File: src/rtl/buffer_memwb_skid_if.sv
// rtl/buffer_memwb_skid_if.sv - MEM-side and WB-side handshake bundle for buffer_memwb_skid
// slave is the buffer's view; master is the view of whatever drives MEM and consumes WB.
interface buffer_memwb_skid_if #(
   parameter int DATA_W = 16,
   parameter int BYTE_W = 8,
   parameter int CTRL_W = 1
);
   logic              in_valid;
   logic              in_ready;
   logic [DATA_W-1:0] in_word;
   logic [BYTE_W-1:0] in_byte;
   logic [DATA_W-1:0] in_fwd;
   logic [CTRL_W-1:0] in_ctrl;
   logic              flush;
   logic              out_valid;
   logic              out_ready;
   logic [DATA_W-1:0] out_word;
   logic [BYTE_W-1:0] out_byte;
   logic [DATA_W-1:0] out_fwd;
   logic [CTRL_W-1:0] out_ctrl;

   modport slave (
      input  in_valid, in_word, in_byte, in_fwd, in_ctrl, flush, out_ready,
      output in_ready, out_valid, out_word, out_byte, out_fwd, out_ctrl
   );

   modport master (
      output in_valid, in_word, in_byte, in_fwd, in_ctrl, flush, out_ready,
      input  in_ready, out_valid, out_word, out_byte, out_fwd, out_ctrl
   );
endinterface

File: src/rtl/buffer_memwb_skid.sv
// rtl/buffer_memwb_skid.sv - MEM/WB pipeline buffer with 2-entry skid and registered in_ready
// Optional stall counter output enabled by BUFFER_MEMWB_STALLCNT_EN.
module buffer_memwb_skid #(
   parameter int DATA_W = 16,
   parameter int BYTE_W = 8,
   parameter int CTRL_W = 1
) (
   input  logic                   C,
   input  logic                   R,
`ifdef BUFFER_MEMWB_STALLCNT_EN
   output logic [15:0]            stall_cnt,
`endif
   buffer_memwb_skid_if.slave     bus
);
   typedef enum logic [1:0] {
      EMPTY = 2'd0,
      MAIN  = 2'd1,
      SKID  = 2'd2
   } state_t;

   state_t            r_state;
   state_t            w_state_nxt;
   logic              r_out_valid;
   logic              r_in_ready;
   logic [DATA_W-1:0] r_out_word;
   logic [BYTE_W-1:0] r_out_byte;
   logic [DATA_W-1:0] r_out_fwd;
   logic [CTRL_W-1:0] r_out_ctrl;
   logic [DATA_W-1:0] r_skid_word;
   logic [BYTE_W-1:0] r_skid_byte;
   logic [DATA_W-1:0] r_skid_fwd;
   logic [CTRL_W-1:0] r_skid_ctrl;

   logic w_accept;
   logic w_drain;
   logic w_load_out;
   logic w_load_skid;
   logic w_skid_to_out;

   assign w_accept = bus.in_valid & r_in_ready;
   assign w_drain  = r_out_valid & bus.out_ready;

   always_comb begin
      w_state_nxt   = r_state;
      w_load_out    = 1'b0;
      w_load_skid   = 1'b0;
      w_skid_to_out = 1'b0;
      case (r_state)
         EMPTY: begin
            if (w_accept) begin
               w_load_out  = 1'b1;
               w_state_nxt = MAIN;
            end
         end
         MAIN: begin
            if (w_accept && w_drain) begin
               w_load_out = 1'b1;
            end else if (w_accept) begin
               w_load_skid = 1'b1;
               w_state_nxt = SKID;
            end else if (w_drain) begin
               w_state_nxt = EMPTY;
            end
         end
         SKID: begin
            if (w_drain) begin
               w_skid_to_out = 1'b1;
               w_state_nxt   = MAIN;
            end
         end
         default: w_state_nxt = EMPTY;
      endcase
      // Flush wins over any accept or drain in the same cycle
      if (bus.flush) begin
         w_state_nxt   = EMPTY;
         w_load_out    = 1'b0;
         w_load_skid   = 1'b0;
         w_skid_to_out = 1'b0;
      end
   end

   always_ff @(posedge C) begin
      if (!R) begin
         r_state     <= EMPTY;
         r_out_valid <= 1'b0;
         r_in_ready  <= 1'b1;
         r_out_word  <= '0;
         r_out_byte  <= '0;
         r_out_fwd   <= '0;
         r_out_ctrl  <= '0;
         r_skid_word <= '0;
         r_skid_byte <= '0;
         r_skid_fwd  <= '0;
         r_skid_ctrl <= '0;
      end else begin
         r_state     <= w_state_nxt;
         r_out_valid <= (w_state_nxt != EMPTY);
         r_in_ready  <= (w_state_nxt != SKID);
         if (w_load_out) begin
            r_out_word <= bus.in_word;
            r_out_byte <= bus.in_byte;
            r_out_fwd  <= bus.in_fwd;
            r_out_ctrl <= bus.in_ctrl;
         end else if (w_skid_to_out) begin
            r_out_word <= r_skid_word;
            r_out_byte <= r_skid_byte;
            r_out_fwd  <= r_skid_fwd;
            r_out_ctrl <= r_skid_ctrl;
         end
         if (w_load_skid) begin
            r_skid_word <= bus.in_word;
            r_skid_byte <= bus.in_byte;
            r_skid_fwd  <= bus.in_fwd;
            r_skid_ctrl <= bus.in_ctrl;
         end
      end
   end

   assign bus.in_ready  = r_in_ready;
   assign bus.out_valid = r_out_valid;
   assign bus.out_word  = r_out_word;
   assign bus.out_byte  = r_out_byte;
   assign bus.out_fwd   = r_out_fwd;
   assign bus.out_ctrl  = r_out_ctrl;

`ifdef BUFFER_MEMWB_STALLCNT_EN
   logic [15:0] r_stall_cnt;

   // Counts stalled edges, saturating; flush deliberately leaves it alone
   always_ff @(posedge C) begin
      if (!R) begin
         r_stall_cnt <= '0;
      end else if (r_out_valid && !bus.out_ready && (r_stall_cnt != 16'hFFFF)) begin
         r_stall_cnt <= r_stall_cnt + 16'd1;
      end
   end

   assign stall_cnt = r_stall_cnt;
`endif
endmodule

File: src/flat_wrapper.sv
// flat-port wrapper written by rule: the top's interface ports become plain ports
module buffer_memwb_skid_flat 
#(
   parameter int DATA_W = 16,
   parameter int BYTE_W = 8,
   parameter int CTRL_W = 1
)
  (C, R, bus_in_valid, bus_in_word, bus_in_byte, bus_in_fwd, bus_in_ctrl, bus_flush, bus_out_ready, bus_in_ready, bus_out_valid, bus_out_word, bus_out_byte, bus_out_fwd, bus_out_ctrl);
  buffer_memwb_skid_if #(.DATA_W(DATA_W), .BYTE_W(BYTE_W), .CTRL_W(CTRL_W)) bus_i ();
  input  logic C;
  input  logic R;
  input wire logic [$bits(bus_i.in_valid)-1:0] bus_in_valid;
  input wire logic [$bits(bus_i.in_word)-1:0] bus_in_word;
  input wire logic [$bits(bus_i.in_byte)-1:0] bus_in_byte;
  input wire logic [$bits(bus_i.in_fwd)-1:0] bus_in_fwd;
  input wire logic [$bits(bus_i.in_ctrl)-1:0] bus_in_ctrl;
  input wire logic [$bits(bus_i.flush)-1:0] bus_flush;
  input wire logic [$bits(bus_i.out_ready)-1:0] bus_out_ready;
  output wire logic [$bits(bus_i.in_ready)-1:0] bus_in_ready;
  output wire logic [$bits(bus_i.out_valid)-1:0] bus_out_valid;
  output wire logic [$bits(bus_i.out_word)-1:0] bus_out_word;
  output wire logic [$bits(bus_i.out_byte)-1:0] bus_out_byte;
  output wire logic [$bits(bus_i.out_fwd)-1:0] bus_out_fwd;
  output wire logic [$bits(bus_i.out_ctrl)-1:0] bus_out_ctrl;
  assign bus_i.in_valid = bus_in_valid;
  assign bus_i.in_word = bus_in_word;
  assign bus_i.in_byte = bus_in_byte;
  assign bus_i.in_fwd = bus_in_fwd;
  assign bus_i.in_ctrl = bus_in_ctrl;
  assign bus_i.flush = bus_flush;
  assign bus_i.out_ready = bus_out_ready;
  assign bus_in_ready = bus_i.in_ready;
  assign bus_out_valid = bus_i.out_valid;
  assign bus_out_word = bus_i.out_word;
  assign bus_out_byte = bus_i.out_byte;
  assign bus_out_fwd = bus_i.out_fwd;
  assign bus_out_ctrl = bus_i.out_ctrl;
  buffer_memwb_skid #(.DATA_W(DATA_W), .BYTE_W(BYTE_W), .CTRL_W(CTRL_W)) u_core (.C(C), .R(R), .bus(bus_i));
endmodule
File: config.mk
export PLATFORM = sky130hd
export DESIGN_NAME = buffer_memwb_skid_flat
export DESIGN_NICKNAME = d
export VERILOG_FILES = /design/src/rtl/buffer_memwb_skid_if.sv /design/src/rtl/buffer_memwb_skid.sv /design/src/flat_wrapper.sv
export SDC_FILE = /design/constraint.sdc
export NUM_CORES = 1
export LEC_CHECK = 0
export ABC_AREA = 0
export CORE_ASPECT_RATIO = 0.7
export CORE_UTILIZATION = 54
export DETAILED_ROUTE_END_ITERATION = 16
export PLACE_DENSITY = 0.93
export SETUP_SLACK_MARGIN = 0.3
export SLEW_MARGIN = 20
export SYNTH_ARGS = -nofsm -noshare
export SYNTH_HDL_FRONTEND = slang
export SYNTH_SLANG_ARGS = --single-unit
File: constraint.sdc
create_clock -name C -period 2.05 [get_ports C]
set_clock_uncertainty 0.1 [all_clocks]
set_input_delay 0.41 -clock C [delete_from_list [all_inputs] [get_ports C]]
set_output_delay 0.41 -clock C [all_outputs]
set_load 0.02 [all_outputs]
Word level (Yosys, flattened, before mapping)
Cells that the tools add are included.

cells by class
  reductions and logical operators = 4
  bitwise logic cells = 2
  muxes and demuxes = 25
  eq/ne operators = 3

operators with widths
  kind                                            number
  2-to-1 mux 16 bit                               4
  2-to-1 mux 8 bit                                2
  2-to-1 mux 2 bit                                6
  2-to-1 mux 1 bit                                11
  case mux 2 bit (3 select lines)                 1
  nonzero test 2 bit                              2
  AND 1 bit                                       2
  == test 2 x 1 -> 1 bit (second input constant)  1
  == test 2 bit (second input constant)           1
  logical NOT 2 bit                               1
  != test 2 bit (second input constant)           1
  case mux 1 bit (2 select lines)                 1
  logical AND 1 bit                               1

storage, ports and cells
  bits in registers = 86
  input port bits = 46

Depth between registers and ports, before layout
Gate-level depths: netlist of run 1.

  depth after elaboration = 7
  gate-level depth with buffers = 5
  depth with buffers taken out = 3

Least setup slack after synthesis of run 1
No wires, ideal clock.

  path type = register to register
  start point = register u_core.r_out_valid, in the netlist u_core.bus.out_valid
  end point = register u_core.r_out_byte[0], in the netlist u_core.bus.out_byte[0]
  clock period less this slack = 1413 ps
  library setup time = 124 ps
  arrival time = 1189 ps
  stages on the path, launching flop included = 6
  slack = 637 ps
  buffers on the path = 2
  cells stage by stage = dfxtp_1 a21boi_1 buf_4 buf_2 o31ai_1 a31oi_1

on the way
  longest elaborated chain between the ends = 6
  elaborated cells between the ends (all ways) = 10
  those cells by class = 7 x mux; 1 x bitwise; 2 x reduce/logical

RTL lines
  element                                                        RTL line                  source
  start: declaration                                             buffer_memwb_skid.sv:23   logic r_out_valid;
  start signal: assignment                                       buffer_memwb_skid.sv:97   r_out_valid <= (w_state_nxt != EMPTY);
  AND 1 bit (*)                                                  buffer_memwb_skid.sv:41   assign w_drain = r_out_valid & bus.out_ready;
  logical AND 1 bit                                              buffer_memwb_skid.sv:56   if (w_accept && w_drain) begin
  2-to-1 mux 1 bit                                               buffer_memwb_skid.sv:56
  case mux 1 bit (2 select lines)                                buffer_memwb_skid.sv:48   case (r_state)
  2-to-1 mux 1 bit                                               buffer_memwb_skid.sv:74   if (bus.flush) begin
  2-to-1 mux 8 bit / nonzero test 2 bit (equally long branches)  --
  end signal: assignment                                         buffer_memwb_skid.sv:101  r_out_byte <= bus.in_byte;
  end signal: assignment                                         buffer_memwb_skid.sv:106  r_out_byte <= r_skid_byte;
  end: declaration                                               buffer_memwb_skid.sv:26   logic [BYTE_W-1:0] r_out_byte;

Mark *: on every way between the ends. The rest lies on a longest branch, timed or not.
A chain may end at the register's enable or synchronous reset.

Worst setup path after layout of run 1
  start point = input port bus_out_ready
  end point = register u_core.r_out_word[9], in the netlist u_core.bus.out_word[9]

on the way
  longest elaborated chain between the ends = 6
  elaborated cells between the ends (all ways) = 10
  those cells by class = 7 x mux; 1 x bitwise; 2 x reduce/logical

RTL lines
  element                                                         RTL line                  source
  start: declaration                                              flat_wrapper.sv:18        input wire logic [$bits(bus_i.out_ready)-1:0] bus_out_ready;
  AND 1 bit (*)                                                   buffer_memwb_skid.sv:41
  logical AND 1 bit                                               buffer_memwb_skid.sv:56
  2-to-1 mux 1 bit                                                buffer_memwb_skid.sv:56
  case mux 1 bit (2 select lines)                                 buffer_memwb_skid.sv:48
  2-to-1 mux 1 bit                                                buffer_memwb_skid.sv:74
  2-to-1 mux 16 bit / nonzero test 2 bit (equally long branches)  --
  end signal: assignment                                          buffer_memwb_skid.sv:100  r_out_word <= bus.in_word;
  end signal: assignment                                          buffer_memwb_skid.sv:105  r_out_word <= r_skid_word;
  end: declaration                                                buffer_memwb_skid.sv:25   logic [DATA_W-1:0] r_out_word;

Marks and branches as above.

==> results of run 1 <==
==> worst paths after layout <==
kind	startpoint	to	cells after the start	slack, ns
worst max-delay path	bus_out_ready	u_core.bus.out_word[9]	5	0.34
worst min-delay path	R	u_core.r_state[1]	3	0.31
worst max register to register	u_core.r_state[1]	u_core.bus.out_word[9]	4	0.44
worst min register to register	u_core.r_skid_word[14]	u_core.r_skid_word[14]	2	0.38
==> through the flow <==
step	power, W	setup WS, ns	instances	cell area [sq um]	utilization [%]
finish	0.00357	0.345	610	5090	73.2
global route	0.00371	0.306	610	5090	73.2
CTS	0.00357	0.347	610	5080	73.2
detailed placement	0.00245	-0.0576	594	4930	71.0
global placement	0.00244	-0.0139	594	4930	71.0
floorplan	0.00215	0.637	452	4000	-
==> repair_timing <==
action / CTS / global route
setup endpoints to repair: 45 / 1
gates cloned: 0 / 0
gates resized for setup: 44 / 1
setup buffers: 0 / 0
==> flip-flops by register name (all words and copies together) (netlist names) <==
register and count:
u_core.bus.in_ready 1, u_core.bus.out_ctrl 1, u_core.bus.out_byte 8, u_core.r_skid_fwd 16, u_core.r_skid_byte 8, u_core.bus.out_valid 1, u_core.bus.out_fwd 16, u_core.r_skid_ctrl 1
u_core.r_skid_word 16, u_core.bus.out_word 16, u_core.r_state 2
==> where the power goes <==
part / internal (W) / switching, W / total (W) / leakage, nW
combinational: 0.000263 / 0.000333 / 0.000596 / 0.992
clock: 0.000567 / 0.000620 / 0.00119 / 0.0960
sequential: 0.00174 / 0.0000406 / 0.00178 / 0.701
total: 0.00257 / 0.000994 / 0.00357 / 1.79
==> Yosys cell counts, drive strengths merged (2+ instances only) <==
master | instances | area [sq um]
dfxtp | 86 | 1720
buf | 32 | 223
o21ai | 83 | 415
o31ai | 41 | 308
nor4bb | 2 | 20.0
a21boi | 42 | 315
nand2 | 3 | 18.8
a31oi | 41 | 257
nand3 | 41 | 205
nor3b | 2 | 15.0
nand3b | 41 | 308
clkbuf | 26 | 98.8
nand2b | 3 | 18.8
==> cell type report <==
| cell class | instances | area [sq um] |
|---|---|---|
| timing repair buffer | 106 | 1040 |
| clock inverter | 7 | 72.6 |
| multi-input combinational | 308 | 2010 |
| sequential | 86 | 1720 |
| tap | 94 | 118 |
| fill | 548 | 1860 |
| clock buffer | 9 | 124 |
==> per-layer routing <==
| metal | share of wire [%] | vias up | global-route usage [%] |
|---|---|---|---|
| met5 | 0 | - | 0 |
| met4 | 0.87 | 0 | 8.14 |
| met3 | 7.5 | 11 | 5.87 |
| met2 | 47 | 182 | 46.9 |
| met1 | 45 | 1875 | 35.1 |
| li1 | - | 1820 | - |
==> logic make-up (layout without fill, tap and decap cells) <==
family                 Yosys count  in the layout  synth area share [%]
and+or+nand+nor                 97             97                  15.8
DFF                             86             86                  43.1
buffers and inverters           58            122                  8.04
AOI/OAI and AO/OA              211            211                  33.1
==> worst max-delay path, delay by kind of cell <==
family          cells  cell delay, ns
buf+inv             2            0.85
simple gates        2            0.42
compound gates      1            0.20
==> metrics.md, run 1 <==
| Metric | Value |
|---|---|
| Reg clk slew, reported paths | 0.09 ns |
| Input/output buffers | 88 |
| Commonest non-fill, non-tap cell in the layout | dfxtp_1 |
| Setup violators final | 0 |
| Fin Setup TNS | 0 ns |
| Cts hold-fix bufs | 0 |
| Worst setup EP type | register |
| Avg Inst Size Synth | 8.85 sq um |
| Via count | 3888 |
| DRC | 0 |
| Count of flip-flops with a built-in enable after synthesis | 0 |
| Clock root buffer | clkbuf_8 |
| Die area | 0.00776 sq mm |
| Share of cells above drive strength 1 | 7.95% |
| Synth cell types | 26 |
| Site row count | 25 |
| Global route overflow | 0 |
| Total CTS buffers | 9 |
| Worst-Skew Late Latency | 0.35 ns |
| Slew Limit Headroom | 70.4% |
| Vias in the first global route | 3544 |
| I/O Pins | 89 |
| Die Ht | 74.0 um |
| DIE WIDTH | 105 um |
| Initial antenna violation count | 0 |
| Largest net degree at the start of global routing | 55 |
| Final net count | 557 |
| CTS Sinks | 86 |
| Initial Util | 57.6% |
| CTS tree | yes |
| Avg Vias per Cell | 6.37 |
| Pwr dens | 701 mW/mm^2 |
| Tcrit/Tclk final | 83.2% |
| Final Hold Fails | 0 |
| Cell Chain, Critical Path | clkdlybuf4s50_1 -> and4b_1 -> buf_4 -> nand3b_1 -> a31oi_1 |
| All-layer global routing usage | 27.2% |
| Status | finished, final reports clean |
| Max Cap Viol | 0 |
| Gate Count Post-Synth | 452 |
| Async set-reset flop share out of synthesis | 0% |
| Initial DRT Pass Iterations | 5 |
| RSZ-0062 raised after global routing | no |
| RD Place Congestion | 0.817 |
| Core area | 0.00694 sq mm |
| Iteration-0 DRC count of the detailed router | 278 |
| Synth Flop Type | dfxtp_1 |
| First-pass GRT wire length | 17.1 mm |
| N_diodes | 0 |
| Synth warn | 0 |
| Worst path slowest cell | clkdlybuf4s50_1 |
| WP data required | 2.22 ns |
| Max Slew Vio Count | 0 |
| Post-synthesis sequential area ratio | 43.1% |
| Mapped cell area | 0.00400 sq mm |
| Fin crit period | 1.71 ns |
| Min-delay worst type | primary input to register |
| Critical Path Start Type | primary input |
| Fmax | 0.586 GHz |
| Routed wire length | 10.5 mm |
| Commonest cells after routing, fill and taps aside | dfxtp_1, o21ai_0, clkdlybuf4s50_1, dlygate4sd2_1 |
| HPWL reported at the end of detailed placement | 6.42 mm |
| Slew @ Worst Pin | 0.444 ns |
| Worst vdd ir | 0.000402 V |
| Htree depth | 3 |
| Arrival time of the worst setup path | 1.88 ns |
| Area delta synth->final | 27.2% |
| Leakage power | 1.79 nW |
| CP Class | primary input to register |
| Post-Syn Nets | 498 |
| Synth Register Bits | 86 |
| WHS | 0.308 ns |
| Drt wl/cell | 17.2 um |
| Critical Path Max Stage Delay | 0.59 ns |
| Clock buffer depth | 2 |
| ANT nets after route | 0 |
| CP max FO | 17 |
Note: power is estimated with default switching activity, not from simulation.
==> inputs of run 2 (changes only) <==
CORE_UTILIZATION = 46   (was 54)
PLACE_DENSITY = 0.85   (was 0.93)
clock period = 1.4 ns   (was 2.05 ns; I/O delays follow)
==> run 2 against run 1 <==
Compared with the run above:
- the flow now finishes with violations (setup timing)
- power up 75%
- non-clock buffer count up 30
- worst setup slack worse by 0.43 ns
- routed wire length up 23%
- register-to-register slack worse by 0.53 ns
- sequential power up 49%
- cell count up 9.2%
- first-iteration DRC count up 35%
- clock-buffer cell count up 2
- via count up 6.8%
- hold slack worse by 0.15 ns
- core utilization down 1.1 points
- critical path type is now register to register
- largest power group unchanged
==> metrics.md, run 2 (same netlist as run 1, synthesis figures left out) <==
| Metric | Value |
|---|---|
| Failing checks | setup timing |
| Max Slew Vio Count | 0 (unchanged) |
| Final Hold Fails | 0 (unchanged) |
| Initial antenna violation count | 0 (unchanged) |
| CTS Sinks | 86 (unchanged) |
| HPWL reported at the end of detailed placement | 7.33 mm (was 6.42 mm) |
| Clock buffer depth | 2 (unchanged) |
| Commonest cells after routing, fill and taps aside | o21ai_0, buf_6, dfxtp_2 (was dfxtp_1, o21ai_0, clkdlybuf4s50_1, dlygate4sd2_1) |
| Final design utilization | 72.1% (was 73.2%) |
| RD Place Congestion | 0.790 (was 0.817) |
| Worst setup EP type | register (unchanged) |
| Inst Count DP | 631 (was 594) |
| Fmax | 0.672 GHz |
| Arrival time of the worst setup path | 1.64 ns (was 1.88 ns) |
| Via count | 4153 (was 3888) |
| Fin crit period | 1.49 ns |
| Global route overflow | 0 (unchanged) |
| Fin cells | 666 (was 610) |
| Die area | 0.00908 sq mm (was 0.00776 sq mm) |
| Fin area | 0.00609 sq mm (was 0.00509 sq mm) |
| Worst-Skew Late Latency | 0.34 ns (was 0.35 ns) |
| Status | finished, violations left (was finished, final reports clean) |
| Clock root buffer | clkbuf_16 (was clkbuf_8) |
| ANT nets after route | 0 (unchanged) |
| Area delta synth->final | 52.3% (was 27.2%) |
| DIE WIDTH | 113 um (was 105 um) |
| Reg clk slew, reported paths | 0.07 ns (was 0.09 ns) |
| Routed wire length | 12.9 mm (was 10.5 mm) |
| Avg Vias per Cell | 6.24 (was 6.37) |
| Initial Util | 47.4% (was 57.6%) |
| RSZ-0062 raised after global routing | yes (was no) |
| I/O Pins | 89 (unchanged) |
| Core area | 0.00844 sq mm (was 0.00694 sq mm) |
| Setup violators final | 51 (was 0) |
| Critical Path Start Type | register (was primary input) |
| Site row count | 28 (was 25) |
| Total CTS buffers | 9 (unchanged) |
| WHS | 0.159 ns (was 0.308 ns) |
| N_diodes | 0 (unchanged) |
| Worst vdd ir | 0.000604 V (was 0.000402 V) |
| CP Class | register to register (was primary input to register) |
| Slew @ Worst Pin | 0.450 ns (was 0.444 ns) |
| Cell Chain, Critical Path | nor4bb_4 -> buf_6 -> nand2_4 -> buf_12 -> a31oi_1 (was clkdlybuf4s50_1 -> and4b_1 -> buf_4 -> nand3b_1 -> a31oi_1) |
| Fin Setup TNS | -1.71 ns (was 0 ns) |
| Iteration-0 DRC count of the detailed router | 374 (was 278) |
| Input/output buffers | 88 (unchanged) |
| CTS tree | yes (unchanged) |
| Final worst slack | -0.0872 ns (was 0.345 ns) |
| Worst path slowest cell | dfxtp_4 (was clkdlybuf4s50_1) |
| Max Cap Viol | 0 (unchanged) |
| Largest net degree at the start of global routing | 55 (unchanged) |
| Critical Path Max Stage Delay | 0.38 ns (was 0.59 ns) |
| All-layer global routing usage | 28.0% (was 27.2%) |
| CP max FO | 28 (was 17) |
| Commonest non-fill, non-tap cell in the layout | o21ai_0 (was dfxtp_1) |
| Initial DRT Pass Iterations | 7 (was 5) |
| Final net count | 587 (was 557) |
| Share of cells above drive strength 1 | 38.6% (was 7.95%) |
| Leakage power | 2.06 nW (was 1.79 nW) |
| Slew Limit Headroom | 70.0% (was 70.4%) |
| Tcrit/Tclk final | 106% |
| Pwr dens | 1020 mW/mm^2 (was 701 mW/mm^2) |
| R2R Setup Slk | -0.09 ns (was 0.44 ns) |
| Drt wl/cell | 19.4 um (was 17.2 um) |
| Buf/Inv on CP | 2 (unchanged) |
| Placed instance area | 0.00523 sq mm (was 0.00493 sq mm) |
| Vias in the first global route | 3978 (was 3544) |
| DRC | 0 (unchanged) |
| WP data required | 1.55 ns (was 2.22 ns) |
| Top delay family on crit path | flip-flops (was buffers and inverters) |
| Min-delay worst type | primary input to register (unchanged) |
| First-pass GRT wire length | 20.0 mm (was 17.1 mm) |
| Die Ht | 80.0 um (was 74.0 um) |
| Htree depth | 3 (unchanged) |
## run 2: cell types whose count changed in the layout (fill, tap and decap cells not counted), sizes merged, moves of 2 or more
cell           previous run  this run
clkbuf                    9        12
dlygate4sd2              43         1
clkinvlp                  2         0
bufbuf                    0         2
clkdlybuf4s50            43        41
buf                      20        91
## run 2: where the power goes
group | total, W | switching (W) | internal, W
clock network | 0.00239 | 0.00102 | 0.00137
registers | 0.00265 | 0.0000806 | 0.00257
logic | 0.00119 | 0.000592 | 0.000594
total | 0.00623 | 0.00169 | 0.00454
## run 2: tightest hold or removal path: cells and delay by family
kind / cells / cell delay (ns)
buffers and inverters: 1 / 0.14
AOI/OAI and AO/OA: 1 / 0.03
and+or+nand+nor: 1 / 0.10
## run 2: layout make-up
type	instances	area (sq um)
clock buffers	11	264
clock inverters	5	37.5
fillers	566	2350
multi-input cells	308	2320
flip-flops and latches	86	1790
well taps	120	150
repair buffers	136	1540
## run 2: path summary, 6_finish.rpt
kind,from,to,depth (start not counted)
worst max-delay path,u_core.r_state[1],u_core.bus.out_word[8],5
worst min-delay path,R,u_core.bus.out_valid,3
worst max register to register,u_core.r_state[1],u_core.bus.out_word[8],5
worst min register to register,u_core.r_skid_byte[7],u_core.r_skid_byte[7],2
## run 2: per-layer routing
layer,part of all wire (%),track usage (%),up-vias
met5,0,0,-
met4,0.99,8.03,0
met3,7.6,5.69,25
met2,47,46.0,222
met1,44,37.2,2019
li1,-,-,1887
## run 2: per-stage QoR
| stage | total power, W | worst slack [ns] |
|---|---|---|
| 3_5_place_dp | 0.00366 | -0.573 |
| 2_1_floorplan | 0.00319 | 0.142 |
| 6_report | 0.00623 | -0.0872 |
| 4_1_cts | 0.00614 | -0.0432 |
| 5_1_grt | 0.00640 | -0.137 |
| 3_3_place_gp | 0.00363 | -0.516 |
## run 2: timing repair
action,in CTS,in global routing
hold buffers,0,0
setup buffers,7,9
gates resized for setup,318,35
gates cloned,3,0
endpoints found under the setup margin,129,129
pin swaps,6,8
==> inputs of run 3 (changes only) <==
CORE_ASPECT_RATIO = 1.2   (was 0.7)
==> run 3 against run 2 <==
Compared with the run above:
- worst setup slack got worse by 0.11 ns
- largest cell class unchanged
- cell count increased by 1.7%
- the run still ends with setup timing left
- via count increased by 7.9%
- clock power decreased by 21%
- global-route usage decreased by 1.0 points
- flip-flop and latch count unchanged
- hold slack got worse by 0.0031 ns
- die area about the same
- critical path type unchanged
- combinational power increased by 15%
- maximum frequency decreased by 6.7%
- largest power group unchanged
- clock-buffer cell count unchanged
==> metrics.md, run 3 (same netlist as run 1, synthesis figures left out) <==
| Metric | Value |
|---|---|
| Status | finished, violations left (unchanged) |
| Final Hold Fails | 0 (unchanged) |
| Vias in the first global route | 3999 (was 3978) |
| Worst-Skew Late Latency | 0.38 ns (was 0.34 ns) |
| Clock buffer depth | 2 (unchanged) |
| Reg2Reg Depth | 6 (was 5) |
| Core area | 0.00829 sq mm (was 0.00844 sq mm) |
| Drt wl/cell | 22.4 um (was 19.4 um) |
| Share of cells above drive strength 1 | 45.1% (was 38.6%) |
| Arrival time of the worst setup path | 1.78 ns (was 1.64 ns) |
| Area delta synth->final | 61.2% (was 52.3%) |
| Avg Vias per Cell | 6.62 (was 6.24) |
| Cts hold-fix bufs | 0 (unchanged) |
| Site row count | 36 (was 28) |
| I/O Pins | 89 (unchanged) |
| Commonest non-fill, non-tap cell in the layout | o21ai_0 (unchanged) |
| Slew @ Worst Pin | 0.351 ns (was 0.450 ns) |
| Crit path depth | 6 (was 5) |
| Die Ht | 104 um (was 80.0 um) |
| WHS | 0.156 ns (was 0.159 ns) |
| Fin crit period | 1.59 ns (was 1.49 ns) |
| CTS tree | yes (unchanged) |
| Reg clk slew, reported paths | 0.08 ns (was 0.07 ns) |
| Pwr dens | 915 mW/mm^2 (was 1020 mW/mm^2) |
| Tcrit/Tclk final | 114% (was 106%) |
| Fill cells | 520 (was 566) |
| Worst vdd ir | 0.000651 V (was 0.000604 V) |
| Failing checks | setup timing (unchanged) |
| Initial DRT Pass Iterations | 5 (was 7) |
| DIE WIDTH | 87.1 um (was 113 um) |
| Routed wire length | 15.2 mm (was 12.9 mm) |
| Setup violators final | 83 (was 51) |
| Input/output buffers | 88 (unchanged) |
| DRC | 0 (unchanged) |
| Min-delay worst type | primary input to register (unchanged) |
| CP max FO | 10 (was 28) |
| Critical Path Max Stage Delay | 0.37 ns (was 0.38 ns) |
| Inst Count DP | 632 (was 631) |
| Critical Path Start Type | register (unchanged) |
| Cell Chain, Critical Path | buf_6 -> a21boi_4 -> buf_12 -> buf_12 -> o31ai_1 -> a31oi_1 (was nor4bb_4 -> buf_6 -> nand2_4 -> buf_12 -> a31oi_1) |
| N_diodes | 0 (unchanged) |
| Final worst slack | -0.195 ns (was -0.0872 ns) |
| CTS Sinks | 86 (unchanged) |
| Max Cap Viol | 0 (unchanged) |
| Worst path slowest cell | dfxtp_4 (unchanged) |
| Max Slew Vio Count | 0 (unchanged) |
| Leakage power | 2.16 nW (was 2.06 nW) |
| Commonest cells after routing, fill and taps aside | o21ai_0, buf_6 (was o21ai_0, buf_6, dfxtp_2) |
| CP Class | register to register (unchanged) |
| Largest net degree at the start of global routing | 46 (was 55) |
| Fmax | 0.627 GHz (was 0.672 GHz) |
| Worst setup EP type | register (unchanged) |
| Die area | 0.00907 sq mm (was 0.00908 sq mm) |
| HPWL reported at the end of detailed placement | 6.99 mm (was 7.33 mm) |
| Clock root buffer | clkbuf_8 (was clkbuf_16) |
| RSZ-0062 raised after global routing | yes (unchanged) |
| Fin cells | 677 (was 666) |
| Initial Util | 48.2% (was 47.4%) |
| Top delay family on crit path | compound AO/OA/AOI/OAI gates (was flip-flops) |
| RD Place Congestion | 0.864 (was 0.790) |
| Iteration-0 DRC count of the detailed router | 436 (was 374) |
| Worst hold stages | 3 (unchanged) |
| Final net count | 604 (was 587) |
| First-pass GRT wire length | 19.2 mm (was 20.0 mm) |
| Via count | 4480 (was 4153) |
| Total CTS buffers | 9 (unchanged) |
| Global route overflow | 0 (unchanged) |
| WP data required | 1.58 ns (was 1.55 ns) |
| ANT nets after route | 0 (unchanged) |
| Initial antenna violation count | 0 (unchanged) |
| Most frequent CP cell | buf_12 |
| Slew Limit Headroom | 76.4% (was 70.0%) |
| Buf/Inv on CP | 3 (was 2) |
| Htree depth | 3 (unchanged) |
| All-layer global routing usage | 26.9% (was 28.0%) |
run 3: cell count changes in the layout (fill, tap and decap cells not counted), sizes merged, moves of 2 or more:
cell | before | now
buf | 91 | 106
clkbuf | 12 | 15
inv | 3 | 0
bufbuf | 2 | 0
clkinv | 2 | 4
run 3: final timing paths:
path                                           start                     to  slack [ns]
worst min-delay path                               R   u_core.bus.out_valid        0.16
worst min register to register  u_core.r_skid_fwd[0]   u_core.r_skid_fwd[0]        0.38
worst max register to register  u_core.bus.out_valid  u_core.bus.out_fwd[8]       -0.19
worst max-delay path            u_core.bus.out_valid  u_core.bus.out_fwd[8]       -0.19
run 3: cell type report:
cell class	count	area, sq um	share of cell area (%)
clock buffer	11	151	2.35
clock inverter	5	57.6	0.893
multi-input combinational	308	2490	38.6
sequential	86	1790	27.7
tap	114	143	2.21
timing repair buffer	153	1820	28.2
run 3: metal layers:
layer | global-route usage, % | routed length (um) | vias up
met5 | 0 | 0 | -
met4 | 12.6 | 627 | 0
met3 | 5.16 | 1130 | 67
met2 | 46.2 | 7780 | 266
met1 | 31.7 | 5630 | 2207
li1 | - | - | 1940
run 3: worst register-to-register path, cell delays in order (launching register included):
cell and delay (ns):
dfxtp_4 0.37, buf_6 0.12, a21boi_4 0.29, buf_12 0.19, buf_12 0.14, o31ai_1 0.09
a31oi_1 0.21
run 3: timing repair:
item / 4_1_cts / 5_1_grt
gates cloned: 4 / 4
endpoints found under the hold margin: 0 / 0
pin swaps: 12 / 26
setup endpoints to repair: 129 / 129
setup buffers: 9 / 12
gates resized for setup: 326 / 94
run 3: per-stage QoR:
| step | setup TNS [ns] | total power, W | util [%] | setup slack [ns] | instance area, sq um |
|---|---|---|---|---|---|
| after floorplan | 0 | 0.00319 | - | 0.142 | 4180 |
| after global placement | -37.00 | 0.00365 | 63.5 | -0.475 | 5270 |
| after detailed placement | -40.26 | 0.00367 | 63.5 | -0.528 | 5270 |
| after CTS | -2.03 | 0.00561 | 70.6 | -0.0641 | 5850 |
| after global routing | -10.55 | 0.00605 | 77.8 | -0.201 | 6450 |
| final | -8.11 | 0.00590 | 77.8 | -0.195 | 6450 |
run 3: power breakdown:
group / switching [W] / internal, W
logic: 0.000679 / 0.000688
registers: 0.0000822 / 0.00257
clock network: 0.000959 / 0.000923
